`src/rtl/pimt_operand_align.sv`:
```
// pimt_operand_align
//   Matches alpha, phi and powsub4 operands arriving on three independent
//   valid-only streams and releases them as one set for the pimt2 multiply
//   pair. alpha_r/phi_r leave together, one cycle after the set is matched.
//   powsub4 leaves MUL_LAT cycles later, so it lines up with the first
//   multiplier's result.
//
// Ports
//   clk, rst_n                 clock (rising edge), synchronous active-low reset
//   alpha_in / alpha_in_vld    alpha operand stream
//   phi_in   / phi_in_vld      phi operand stream
//   pow_in   / pow_in_vld      powsub4 operand stream
//   alpha_r, phi_r, *_vld      matched operands to multiplier 1 (vld is a pulse)
//   powsub4, powsub4_vld       delayed operand to multiplier 2
//   ovf[2:0]                   sticky drop flags {pow, phi, alpha}
module pimt_operand_align #(
  parameter int unsigned DW      = 64,
  parameter int unsigned DEPTH   = 4,
  parameter int unsigned MUL_LAT = 8
) (
  input  logic          clk,
  input  logic          rst_n,
  input  logic [DW-1:0] alpha_in,
  input  logic          alpha_in_vld,
  input  logic [DW-1:0] phi_in,
  input  logic          phi_in_vld,
  input  logic [DW-1:0] pow_in,
  input  logic          pow_in_vld,
  output logic [DW-1:0] alpha_r,
  output logic          alpha_r_vld,
  output logic [DW-1:0] phi_r,
  output logic          phi_r_vld,
  output logic [DW-1:0] powsub4,
  output logic          powsub4_vld,
  output logic [2:0]    ovf
);

  localparam int unsigned PW = $clog2(DEPTH);
  localparam int unsigned CW = $clog2(DEPTH) + 1;

  // Stream index: 0 = alpha, 1 = phi, 2 = pow
  logic [2:0]    in_vld;
  logic [DW-1:0] in_data [3];
  logic [DW-1:0] head    [3];
  logic [2:0]    nonempty;
  logic [2:0]    drop;
  logic          fire;

  assign in_vld     = {pow_in_vld, phi_in_vld, alpha_in_vld};
  assign in_data[0] = alpha_in;
  assign in_data[1] = phi_in;
  assign in_data[2] = pow_in;

  // Fire only looks at registered counts, so a push into an empty FIFO
  // becomes poppable on the following cycle.
  assign fire = &nonempty;

  for (genvar s = 0; s < 3; s++) begin : g_fifo
    logic [DW-1:0] mem_q [DEPTH];
    logic [PW-1:0] wr_q;
    logic [PW-1:0] rd_q;
    logic [CW-1:0] cnt_q;
    logic [CW-1:0] cnt_d;
    logic          full;
    logic          push;

    assign full = (cnt_q == CW'(DEPTH));
    // A full FIFO still accepts when it is popped in the same cycle.
    assign push = in_vld[s] && (!full || fire);
    assign drop[s] = in_vld[s] && full && !fire;

    always_comb begin
      cnt_d = cnt_q;
      if (push && !fire) begin
        cnt_d = cnt_q + CW'(1);
      end else if (!push && fire) begin
        cnt_d = cnt_q - CW'(1);
      end
    end

    always_ff @(posedge clk) begin
      if (!rst_n) begin
        wr_q  <= '0;
        rd_q  <= '0;
        cnt_q <= '0;
      end else begin
        cnt_q <= cnt_d;
        if (push) wr_q <= wr_q + PW'(1);
        if (fire) rd_q <= rd_q + PW'(1);
      end
    end

    // Storage needs no reset: an empty FIFO never exposes its contents.
    always_ff @(posedge clk) begin
      if (push) mem_q[wr_q] <= in_data[s];
    end

    assign head[s]     = mem_q[rd_q];
    assign nonempty[s] = (cnt_q != '0);
  end

  logic [DW-1:0] alpha_q;
  logic [DW-1:0] phi_q;
  logic          vld_q;
  logic [DW-1:0] sh_dat_q [MUL_LAT];
  logic [MUL_LAT-1:0] sh_vld_q;
  logic [DW-1:0] pow_q;
  logic          pow_vld_q;
  logic [2:0]    ovf_q;

  // sh_*_q[0] is loaded on the same edge as alpha_r; the final output
  // register adds the last stage so powsub4_vld trails alpha_r_vld by MUL_LAT.
  always_ff @(posedge clk) begin
    if (!rst_n) begin
      alpha_q   <= '0;
      phi_q     <= '0;
      vld_q     <= 1'b0;
      sh_vld_q  <= '0;
      for (int unsigned i = 0; i < MUL_LAT; i++) sh_dat_q[i] <= '0;
      pow_q     <= '0;
      pow_vld_q <= 1'b0;
      ovf_q     <= '0;
    end else begin
      vld_q <= fire;
      if (fire) begin
        alpha_q <= head[0];
        phi_q   <= head[1];
      end
      sh_vld_q[0] <= fire;
      sh_dat_q[0] <= head[2];
      for (int unsigned i = 1; i < MUL_LAT; i++) begin
        sh_vld_q[i] <= sh_vld_q[i-1];
        sh_dat_q[i] <= sh_dat_q[i-1];
      end
      pow_vld_q <= sh_vld_q[MUL_LAT-1];
      if (sh_vld_q[MUL_LAT-1]) pow_q <= sh_dat_q[MUL_LAT-1];
      ovf_q <= ovf_q | drop;
    end
  end

  assign alpha_r     = alpha_q;
  assign phi_r       = phi_q;
  assign alpha_r_vld = vld_q;
  assign phi_r_vld   = vld_q;
  assign powsub4     = pow_q;
  assign powsub4_vld = pow_vld_q;
  assign ovf         = ovf_q;

endmodule
```
`config.mk`:
```
export PLATFORM = sky130hd
export DESIGN_NAME = pimt_operand_align
export DESIGN_NICKNAME = d
export VERILOG_FILES = /design/src/rtl/pimt_operand_align.sv
export SDC_FILE = /design/constraint.sdc
export NUM_CORES = 1
export LEC_CHECK = 0
export BUFFER_PORTS_ARGS = -buffer_cell sky130_fd_sc_hd__buf_2
export CORE_MARGIN = 2
export CORE_UTILIZATION = 35
export DETAILED_ROUTE_END_ITERATION = 8
export MAX_ROUTING_LAYER = met4
export SETUP_SLACK_MARGIN = 0.15
export SYNTH_ARGS = -nofsm -noshare
export SYNTH_HDL_FRONTEND = slang
export SYNTH_SLANG_ARGS = --single-unit
export TNS_END_PERCENT = 30
```
`constraint.sdc`:
```
create_clock -name clk -period 7.2 [get_ports clk]
set_input_delay 1.44 -clock clk [delete_from_list [all_inputs] [get_ports clk]]
set_output_delay 1.44 -clock clk [all_outputs]
set_load 0.05 [all_outputs]
```
==> impl_metrics.py <==
metrics = {
    "die": {
        "core_area_um2": 144000,
        "start_util_pct": 35.3,
        "die_w_um": 385,
        "io_pins": 395,
        "dieHeight_um": 385,
        "core.rowCount": 139,
        "die_area_um2": 148000,
    },
    "power": {
        "seqPwrFrac_pct": 46.5,
        "p_sw_share_pct": 28.7,
        "clkPwrFrac_pct": 33.8,
        "netSwitchingPower_mw": 6.78,
        "ir_worst_vdd_mv": 0.302,
        "power.density_nw_per_um2": 396,
        "internal_power_mw": 16.8,
        "p_leak_nw": 22.6,
        "comb_power_share_pct": 19.7,
    },
    "clock_tree": {
        "htreeDepth": 4,
        "postCtsSetupRepairBufs": 0,
        "path_clk_slew_ps": 60,
        "cts_tree": "done",
        "root_buffer": "clkbuf_16",
        "clock_sinks": 1507,
        "cts_made_buffers": 155,
        "cts_buffer_depth": 3,
        "cts_hold_buf": 0,
        "clock_latency_ps": 750,
        "cts_resized": 0,
    },
    "cells_and_area": {
        "n_fill_cell": 13000,
        "multi_input_area_um2": 11900,
        "nets": 3687,
        "finish.utilization_pct": 41.5,
        "drive_gt1_share_pct": 24.8,
        "final_cells": 5532,
        "area_delta_synth_final_pct": 17.5,
        "ff_latch_area_um2": 37900,
        "finalInstanceArea_um2": 59700,
    },
    "logic_synthesis": {
        "ys_seq_elements": 1507,
        "synthMuxAreaShare_pct": 9.99,
        "synth-simple-area-share_pct": 8.77,
        "syn-cell-area_um2": 50800,
        "synth-adder-area-share_pct": 0.487,
        "yosysSeqAreaShare_pct": 74.5,
        "synth_top_family_by_area": "multiplexers",
        "synth_xor_area_share_pct": 0.103,
        "async_flop_share_pct": 0,
        "syn_inst": 3079,
        "avgSynthCellArea_um2": 16.5,
        "synth_ff_type": "edfxtp_1",
        "ys_warn_count": 0,
        "synth.distinct_cells": 38,
        "syn_nets": 3294,
        "synth_compound_area_share_pct": 3.82,
        "synth_edf_count": 768,
    },
    "outcome": {
        "outcome": "finished, final reports clean",
    },
    "grt": {
        "grt.overflow.total": 0,
        "grt_max_degree": 147,
        "grt_pass1_wl_um": 155000,
        "grt_pass1_vias": 24900,
        "grt_usage_pct": 14.1,
        "antenna_found_initial": 44,
    },
    "critical_path": {
        "crit_fanout": 74,
        "cp-end-kind": "register",
        "cp.arrival_ps": 3690,
        "worst-path-stages": 5,
        "rr_worst_depth": 5,
        "cpMostUsedCell": "buf_4",
        "critPathTopFamily": "simple AND/OR/NAND/NOR gates",
        "cp-start-kind": "register",
        "max_stage_delay_ps": 860,
        "crit_type": "reg -> reg",
        "cp_slowest_cell": "or3_4",
        "path_cells": "or3_4 -> a21oi_2 -> nor3b_2 -> buf_4 -> buf_4",
        "required_ps": 7560,
        "crit_buf_inv": 2,
    },
    "placement": {
        "place_ws_ps": 3170,
        "place_area_um2": 54400,
        "place_inst": 5218,
        "hpwl_um": 59200,
        "port-buffer-count": 394,
        "gp_congestion": 0.747,
    },
    "detailed_routing": {
        "wl_um": 103000,
        "vias": 25400,
        "detail-route-antenna-nets": 0,
        "drt-initial-drc-count": 1533,
        "vias_per_cell": 4.59,
        "first_pass_iters": 5,
        "drc": 0,
        "wl_per_cell_um": 18.7,
    },
    "timing": {
        "tightest_slew_ps": 1200,
        "timing.final.ws_setup_ps": 3870,
        "slew_headroom_pct": 20.3,
        "period_share_pct": 46.3,
        "fmax_ghz": 0.300,
        "setup_viol": 0,
        "rsz0062_at_grt": "no",
        "finClkSkew_ps": 33.5,
        "fin_crit_ps": 3330,
        "fin_tns_setup_ps": 0,
        "drv_slew": 0,
        "finalHoldViolations": 0,
    },
    "worst_hold_path": {
        "hold_path.class": "reg -> reg",
        "min_delay_path_depth": 1,
    },
    "flow_run": {
        "drv_cap": 0,
    },
}
[flip-flops by register name, indices dropped and copies added, names as in the netlist, named ones only]
name / cells
alpha_r: 64
g_fifo.cnt_q: 9
g_fifo.mem_q: 768
g_fifo.rd_q: 6
g_fifo.wr_q: 6
ovf: 3
phi_r: 64
powsub4: 64
powsub4_vld: 1
sh_dat_q: 512
sh_vld_q: 8
[synth_stat cells, drive strengths merged (3+ instances only)]
| master | number | share of area (%) |
|---|---|---|
| a211oi | 3 | 0.044 |
| a21o | 128 | 1.9 |
| a21oi | 6 | 0.081 |
| a31oi | 128 | 1.6 |
| a32oi | 3 | 0.052 |
| and2 | 520 | 6.4 |
| and3 | 3 | 0.037 |
| and3b | 3 | 0.052 |
| buf | 90 | 1.4 |
| clkbuf | 108 | 0.80 |
| dfxtp | 739 | 29 |
| edfxtp | 768 | 45 |
| fa | 3 | 0.12 |
| ha | 15 | 0.37 |
| inv | 14 | 0.10 |
| mux2i | 75 | 1.5 |
| mux4 | 192 | 8.5 |
| nand2 | 137 | 1.0 |
| nand2b | 6 | 0.074 |
| nand3 | 12 | 0.12 |
| nand4 | 6 | 0.074 |
| nor2 | 73 | 0.54 |
| nor3 | 4 | 0.079 |
| nor3b | 15 | 0.22 |
| o2111ai | 6 | 0.10 |
| o21a | 3 | 0.044 |
| o21ai | 3 | 0.030 |
| or3 | 6 | 0.074 |
| or3b | 3 | 0.052 |
| xor2 | 6 | 0.10 |
[cell usage in the layout, fill, tap and decap left out, drive strengths merged, types with 4 or more instances in the layout]
| master | n |
|---|---|
| mux4 | 192 |
| nand2 | 137 |
| a21oi | 6 |
| dfxtp | 739 |
| a21o | 128 |
| nor3b | 15 |
| o2111ai | 6 |
| mux2i | 75 |
| clkbuf | 242 |
| edfxtp | 768 |
| clkinv | 28 |
| a31oi | 128 |
| nand2b | 6 |
| buf | 434 |
| ha | 15 |
| diode | 26 |
| and2 | 520 |
| nand4 | 6 |
| nor2 | 73 |
| or3 | 6 |
| xor2 | 6 |
| nor3 | 4 |
| inv | 21 |
| bufinv | 9 |
| nand3 | 12 |
[area by class of cell]
cell class,count,share of cell area [%]
antenna,26,0.109
clock buffer,242,7.71
clock inverter,46,1.00
inverter,14,0.0880
multi-input combinational,1360,19.8
sequential,1507,63.4
tap,1903,3.99
timing repair buffer,434,3.82
[layer usage]
layer | GRT usage, % | vias to the layer above | share of wire (%)
li1 | - | 12000 | -
met1 | 18.3 | 12500 | 44
met2 | 21.6 | 627 | 47
met3 | 3.34 | 198 | 5.8
met4 | 5.11 | 0 | 2.8
met5 | - | - | 0
[final timing paths]
check                          start                endpoint  slack [ps]
setup / recovery  g_fifo[1].cnt_q[0]  g_fifo[2].mem_q[0][44]        3870
hold reg to reg      sh_dat_q[6][61]         sh_dat_q[7][61]         410
setup reg to reg  g_fifo[1].cnt_q[0]  g_fifo[2].mem_q[0][44]        3870
hold / removal       sh_dat_q[6][61]         sh_dat_q[7][61]         410
[worst reg2reg max path, delay by kind of cell, from the launching register on]
kind | cells | cell delay (ps)
simple gates | 2 | 1110
buf+inv | 2 | 1030
flops | 1 | 470
compound gates | 1 | 290
[per-stage QoR]
stage | total power, mW | hold slack, ps
floorplan | 14.9 | 412
global placement | 15.9 | 414
detailed placement | 15.9 | 417
CTS | 24.0 | 411
global route | 24.6 | 420
finish | 23.6 | 408
[power by group through the flow]
stage | Combinational, mW | Sequential [mW] | Clock [mW]
final | 4.65 | 11.0 | 7.98
after floorplan | 3.00 | 11.9 | 0
after CTS | 4.74 | 11.0 | 8.21
after detailed placement | 4.72 | 11.2 | 0
after global routing | 4.97 | 11.1 | 8.55
after global placement | 4.71 | 11.1 | 0
[cells by family (layout without fill, tap and decap cells)]
group | after synthesis | count (layout)
flip-flops | 1507 | 1507
AND/OR/NAND/NOR | 789 | 789
AO/OA/AOI/OAI | 280 | 280
multiplexers | 267 | 267
buffers and inverters | 212 | 736
adder cells (fa/ha/maj) | 18 | 18
XOR/XNOR | 6 | 6
other | 0 | 26
(Power assumes the default switching activity.)
